## src/rtl/axil_cmd_master.sv

```systemverilog
// AXI-Lite initiator: turns single register read/write commands into AXI-Lite
// transactions, one at a time, with a watchdog that aborts a stalled slave.
module axil_cmd_master #(
    parameter int unsigned TIMEOUT_CYCLES = 256,
    parameter logic [2:0]  AXPROT         = 3'b000
) (
    input  logic        clk,
    input  logic        rst_n,
    input  logic        cmd_valid,
    output logic        cmd_ready,
    input  logic        cmd_write,
    input  logic [15:0] cmd_addr,
    input  logic [31:0] cmd_wdata,
    input  logic [3:0]  cmd_wstrb,
    output logic        rsp_valid,
    input  logic        rsp_ready,
    output logic [31:0] rsp_rdata,
    output logic [1:0]  rsp_resp,
    output logic        rsp_timeout,
    output logic        hung,
    output logic [15:0] m_axi_awaddr,
    output logic [2:0]  m_axi_awprot,
    output logic        m_axi_awvalid,
    input  logic        m_axi_awready,
    output logic [31:0] m_axi_wdata,
    output logic [3:0]  m_axi_wstrb,
    output logic        m_axi_wvalid,
    input  logic        m_axi_wready,
    input  logic [1:0]  m_axi_bresp,
    input  logic        m_axi_bvalid,
    output logic        m_axi_bready,
    output logic [15:0] m_axi_araddr,
    output logic [2:0]  m_axi_arprot,
    output logic        m_axi_arvalid,
    input  logic        m_axi_arready,
    input  logic [31:0] m_axi_rdata,
    input  logic [1:0]  m_axi_rresp,
    input  logic        m_axi_rvalid,
    output logic        m_axi_rready
);
    localparam int unsigned      CNT_W     = $clog2(TIMEOUT_CYCLES);
    localparam logic [CNT_W-1:0] CNT_LIMIT = CNT_W'(TIMEOUT_CYCLES - 1);

    typedef enum logic [2:0] {IDLE, WR_AW_W, WR_B, RD_AR, RD_R, RSP} state_t;

    state_t           state_q, state_d;
    logic [CNT_W-1:0] cnt_q, cnt_d;
    logic             aw_done_q, aw_done_d, w_done_q, w_done_d;
    logic             cmd_ready_d, rsp_valid_d, rsp_timeout_d, hung_d;
    logic [31:0]      rsp_rdata_d, wdata_d;
    logic [1:0]       rsp_resp_d;
    logic [15:0]      awaddr_d, araddr_d;
    logic [3:0]       wstrb_d;
    logic             awvalid_d, wvalid_d, bready_d, arvalid_d, rready_d;
    logic             tmo, busy, at_limit;
    logic             aw_hs, w_hs;

    assign m_axi_awprot = AXPROT;
    assign m_axi_arprot = AXPROT;

    assign aw_hs    = m_axi_awvalid && m_axi_awready;
    assign w_hs     = m_axi_wvalid && m_axi_wready;
    assign busy     = (state_q != IDLE) && (state_q != RSP);
    assign at_limit = (cnt_q == CNT_LIMIT);

    // State and all output registers
    always_ff @(posedge clk or negedge rst_n) begin
        if (!rst_n) begin
            state_q       <= IDLE;
            cnt_q         <= '0;
            aw_done_q     <= 1'b0;
            w_done_q      <= 1'b0;
            cmd_ready     <= 1'b1;
            rsp_valid     <= 1'b0;
            rsp_rdata     <= '0;
            rsp_resp      <= '0;
            rsp_timeout   <= 1'b0;
            hung          <= 1'b0;
            m_axi_awaddr  <= '0;
            m_axi_awvalid <= 1'b0;
            m_axi_wdata   <= '0;
            m_axi_wstrb   <= '0;
            m_axi_wvalid  <= 1'b0;
            m_axi_bready  <= 1'b0;
            m_axi_araddr  <= '0;
            m_axi_arvalid <= 1'b0;
            m_axi_rready  <= 1'b0;
        end else begin
            state_q       <= state_d;
            cnt_q         <= cnt_d;
            aw_done_q     <= aw_done_d;
            w_done_q      <= w_done_d;
            cmd_ready     <= cmd_ready_d;
            rsp_valid     <= rsp_valid_d;
            rsp_rdata     <= rsp_rdata_d;
            rsp_resp      <= rsp_resp_d;
            rsp_timeout   <= rsp_timeout_d;
            hung          <= hung_d;
            m_axi_awaddr  <= awaddr_d;
            m_axi_awvalid <= awvalid_d;
            m_axi_wdata   <= wdata_d;
            m_axi_wstrb   <= wstrb_d;
            m_axi_wvalid  <= wvalid_d;
            m_axi_bready  <= bready_d;
            m_axi_araddr  <= araddr_d;
            m_axi_arvalid <= arvalid_d;
            m_axi_rready  <= rready_d;
        end
    end

    // Next-state and next-output logic
    always_comb begin
        state_d       = state_q;
        cnt_d         = cnt_q;
        aw_done_d     = aw_done_q;
        w_done_d      = w_done_q;
        cmd_ready_d   = cmd_ready;
        rsp_valid_d   = rsp_valid;
        rsp_rdata_d   = rsp_rdata;
        rsp_resp_d    = rsp_resp;
        rsp_timeout_d = rsp_timeout;
        hung_d        = hung;
        awaddr_d      = m_axi_awaddr;
        awvalid_d     = m_axi_awvalid;
        wdata_d       = m_axi_wdata;
        wstrb_d       = m_axi_wstrb;
        wvalid_d      = m_axi_wvalid;
        bready_d      = m_axi_bready;
        araddr_d      = m_axi_araddr;
        arvalid_d     = m_axi_arvalid;
        rready_d      = m_axi_rready;
        tmo           = 1'b0;

        case (state_q)
            IDLE: begin
                if (cmd_valid && cmd_ready) begin
                    cmd_ready_d = 1'b0;
                    cnt_d       = '0;
                    if (cmd_write) begin
                        awaddr_d  = cmd_addr;
                        wdata_d   = cmd_wdata;
                        wstrb_d   = cmd_wstrb;
                        awvalid_d = 1'b1;
                        wvalid_d  = 1'b1;
                        aw_done_d = 1'b0;
                        w_done_d  = 1'b0;
                        state_d   = WR_AW_W;
                    end else begin
                        araddr_d  = cmd_addr;
                        arvalid_d = 1'b1;
                        state_d   = RD_AR;
                    end
                end
            end
            WR_AW_W: begin
                if (aw_hs) begin
                    awvalid_d = 1'b0;
                    aw_done_d = 1'b1;
                end
                if (w_hs) begin
                    wvalid_d = 1'b0;
                    w_done_d = 1'b1;
                end
                if ((aw_done_q || aw_hs) && (w_done_q || w_hs)) begin
                    bready_d = 1'b1;
                    state_d  = WR_B;
                end else if (at_limit) begin
                    tmo = 1'b1;
                end
            end
            WR_B: begin
                if (m_axi_bvalid && m_axi_bready) begin
                    bready_d      = 1'b0;
                    rsp_resp_d    = m_axi_bresp;
                    rsp_rdata_d   = '0;
                    rsp_timeout_d = 1'b0;
                    rsp_valid_d   = 1'b1;
                    state_d       = RSP;
                end else if (at_limit) begin
                    tmo = 1'b1;
                end
            end
            RD_AR: begin
                if (m_axi_arvalid && m_axi_arready) begin
                    arvalid_d = 1'b0;
                    rready_d  = 1'b1;
                    state_d   = RD_R;
                end else if (at_limit) begin
                    tmo = 1'b1;
                end
            end
            RD_R: begin
                if (m_axi_rvalid && m_axi_rready) begin
                    rready_d      = 1'b0;
                    rsp_resp_d    = m_axi_rresp;
                    rsp_rdata_d   = m_axi_rdata;
                    rsp_timeout_d = 1'b0;
                    rsp_valid_d   = 1'b1;
                    state_d       = RSP;
                end else if (at_limit) begin
                    tmo = 1'b1;
                end
            end
            RSP: begin
                if (rsp_ready) begin
                    rsp_valid_d = 1'b0;
                    cmd_ready_d = 1'b1;
                    state_d     = IDLE;
                end
            end
            default: state_d = IDLE;
        endcase

        // Saturating watchdog; never wraps back into a false "fresh" window
        if (busy && !at_limit) begin
            cnt_d = cnt_q + 1'b1;
        end

        // Abort: release the bus and answer with SLVERR-style timeout
        if (tmo) begin
            awvalid_d     = 1'b0;
            wvalid_d      = 1'b0;
            bready_d      = 1'b0;
            arvalid_d     = 1'b0;
            rready_d      = 1'b0;
            rsp_valid_d   = 1'b1;
            rsp_resp_d    = 2'b10;
            rsp_rdata_d   = '0;
            rsp_timeout_d = 1'b1;
            hung_d        = 1'b1;
            state_d       = RSP;
        end
    end
endmodule
```

## config.mk

```make
export PLATFORM = sky130hd
export DESIGN_NAME = axil_cmd_master
export DESIGN_NICKNAME = d
export VERILOG_FILES = /design/src/rtl/axil_cmd_master.sv
export SDC_FILE = /design/constraint.sdc
export NUM_CORES = 1
export LEC_CHECK = 0
export ABC_AREA = 0
export CAP_MARGIN = 40
export CORE_ASPECT_RATIO = 0.75
export CORE_UTILIZATION = 30
export DETAILED_ROUTE_END_ITERATION = 12
export GPL_ROUTABILITY_DRIVEN = 0
export PLACE_DENSITY_LB_ADDON = 0.12
export SYNTH_ARGS = -nofsm -noshare
export SYNTH_HDL_FRONTEND = slang
export SYNTH_SLANG_ARGS = --single-unit
```

## constraint.sdc

```tcl
create_clock -name clk -period 2.25 [get_ports clk]
set_clock_uncertainty 0.05 [all_clocks]
set_input_delay 0.675 -clock clk [delete_from_list [all_inputs] [get_ports clk]]
set_output_delay 0.675 -clock clk [all_outputs]
set_load 0.01 [all_outputs]
```

==> run summary <==
Status = finished, final reports clean
Final Hold Viols = 0
Max cap viols = 0
Die height = 118.1 um
Fmax = 472.3 MHz
Seq/Total Area, Yosys = 57.54%
Site Rows = 42
Crit path max fanout = 4
N_diodes = 0
Die width = 156.9 um
Clock share of power = 52.3%
Initial DRC count = 111
DR vias = 4,279
CP max stage delay = 0.57 ns
Crit path max-delay family = buffers and inverters
Number of port buffers = 208
Cts bufs inserted = 17
Remaining antenna violation count = 0
Switching share of power = 19.75%
Setup crit start = m_axi_bready$_DFFE_PN0P_
Post-synth EDFFs = 0
Wire per inst = 15.66 um
TritonCTS clock tree = done
Reg clk slew, reported paths = 0.06 ns
Most frequent cells in the layout = clkdlybuf4s50_1, dfrtp_1, mux2_2, nand2_1, inv_1
Final setup fails = 0
Fin. max-slew vios = 0
Static leakage power = 3.768 nW
Final cell utilization of the core = 48.63%
CP max stage cell = clkdlybuf4s50_1
Worst Path Buf+Inv = 1
Largest net degree at the start of global routing = 50
Clock sink count = 124
Post-CTS Setup Repair Bufs = 0
Synth async-reset ratio = 100.0%
Post-synth top flop = dfrtp_1
Final worst path period share = 94.10%
Cell count after synthesis = 444
CP cell instances = clkdlybuf4s50_1
Final wirelength = 14,640 um
CP Class = reg -> out
Placed instance count = 906
Critical Path RT = 1.52 ns
Net Switching = 0.001026 W
Vias/cell = 4.576
Kind of end point of the critical path = output pin
Initial core utilization = 30.65%
Clk buf depth = 2
Comb power frac = 4.7%
Area grow syn2layout = 58.67%
Commonest non-fill, non-tap cell in the layout = clkdlybuf4s50_1
Fill count = 1,551
Worst r2r src = cnt_q[0]$_DFFE_PN0P_
Worst-skew pair later-pin latency = 0.40 ns
Placeable Area = 17,600 um^2
Hold Crit Class = in -> async
Pwr Density = 606.8 nW/um^2
IO Pins = 215
Warnings, synthesis = 0
DRC = 0
PnR worst setup slack = 0.1327 ns
Internal Power = 0.004169 W
Synthesized flop and latch total = 124
Max IR drop VDD = 435.3 uV
Placement-stage worst setup slack = -0.2891 ns
Post-synth cell types = 52
WP data arrival = 1.39 ns
First-pass GRT wire length = 24,120 um
Die area = 18,530 um^2
Setup TNS = 0 ns
GRT overflow = 0
Detailed Routing Iterations Pass 1 = 5
Tmin final = 2.117 ns
CP Launch Type = flop
Initial antenna violation count = 0
Synthesized area = 5395 um^2
Layout Nets = 782
H-tree depth = 4
Gr usage total = 16.92%
Reg power frac = 43.0%
Non-filler cells, final = 935
Post-Syn Area per Cell = 12.15 um^2
Root Buffer = clkbuf_16
Hold WS = 0.09174 ns
Number of global-route vias before repair = 4,584
Layout cell share with drive strength beyond 1 = 21.21%
Hpwl dp = 10,610 um
RSZ-0062 raised after global routing = false
power by group through the flow:
stage / clock network, W / registers [W] / logic, W
after detailed placement: 0 / 0.00227 / 0.000251
after floorplan: 0 / 0.00227 / 0.0000167
after global placement: 0 / 0.00227 / 0.000248
after global routing: 0.00290 / 0.00223 / 0.000269
final: 0.00272 / 0.00223 / 0.000246
after CTS: 0.00280 / 0.00223 / 0.000253
path summary, 6_finish.rpt:
kind / end / slack, ns / cells after the start
min in group clk: aw_done_q$_DFFE_PN0P_ / 0.43 / 1
hold reg to reg: aw_done_q$_DFFE_PN0P_ / 0.43 / 1
hold / removal: rsp_rdata[14]$_DFFE_PN0P_ / 0.09 / 1
setup reg to reg: rsp_rdata[4]$_DFFE_PN0P_ / 0.19 / 6
max in group asynchronous: cmd_ready$_DFFE_PN1P_ / 1.47 / 2
setup / recovery: m_axi_bready / 0.13 / 1
cells in the mapped netlist, drive strengths merged (2+ instances only):
cell type | instances | share of area [%]
o21ai | 6 | 0.56
nor2 | 7 | 0.49
inv | 38 | 2.6
a2111oi | 2 | 0.46
dfrtp | 123 | 57
nand2 | 51 | 3.7
a31oi | 2 | 0.23
nor2b | 2 | 0.28
nor3 | 7 | 0.83
mux2i | 5 | 0.93
buf | 24 | 3.3
a21o | 2 | 0.28
nor3b | 2 | 0.28
a32o | 2 | 0.37
or3 | 3 | 0.35
and3 | 3 | 0.35
o22ai | 4 | 0.46
nand3 | 10 | 0.93
mux2 | 74 | 15
nor4 | 4 | 0.86
a21oi | 11 | 1.1
nand4 | 5 | 0.58
clkbuf | 4 | 0.28
o31ai | 33 | 4.6
nand3b | 2 | 0.28
cells by family after synthesis:
kind of cell	after synthesis	share of synthesized area (%)
xor+xnor	1	0.1624
buf+inv	66	6.261
fa+ha+maj	1	0.2319
other cells	1	0.06951
flops	124	57.54
simple gates	100	9.764
compound gates	72	9.601
mux	79	16.37
cell type report:
type	instances	area [um^2]	area share [%]
clock buffers	21	460.4	5.379
clock inverters	8	118.9	1.388
inverters	38	142.6	1.666
multi-input cells	259	1987	23.21
flip-flops and latches	124	3104	36.26
well taps	242	302.8	3.537
repair buffers	243	2445	28.56
metrics by stage:
stage          power, W  instance area, um^2
2_1_floorplan  0.002288                 5414
3_3_place_gp   0.002518                 7979
3_5_place_dp   0.002522                 7979
4_1_cts        0.005284                 8557
5_1_grt        0.005401                 8561
6_report       0.005195                 8561
flip-flops by register name (all words and copies together), names as in the netlist, 2 cells and up:
register / flops
cnt_q: 8
rsp_resp: 2
m_axi_wstrb: 4
m_axi_awaddr: 16
rsp_rdata: 32
state_q: 3
m_axi_araddr: 16
m_axi_wdata: 32
what timing repair did:
item	4_1_cts	5_1_grt
gates cloned	0	0
endpoints found under the hold margin	0	0
pin swaps	0	0
gates resized for setup	1	1
endpoints found under the setup margin	1	10
hold buffers	0	0
routing by layer:
layer  share of wire, %  vias up  GRT usage (%)
li1                   -     2026              -
met1                 45     2122          21.88
met2                 45      127          25.42
met3                9.6        4          8.287
met4               0.43        0          3.493
met5                  0        -              0
Power figures use the tool's default switching activity.
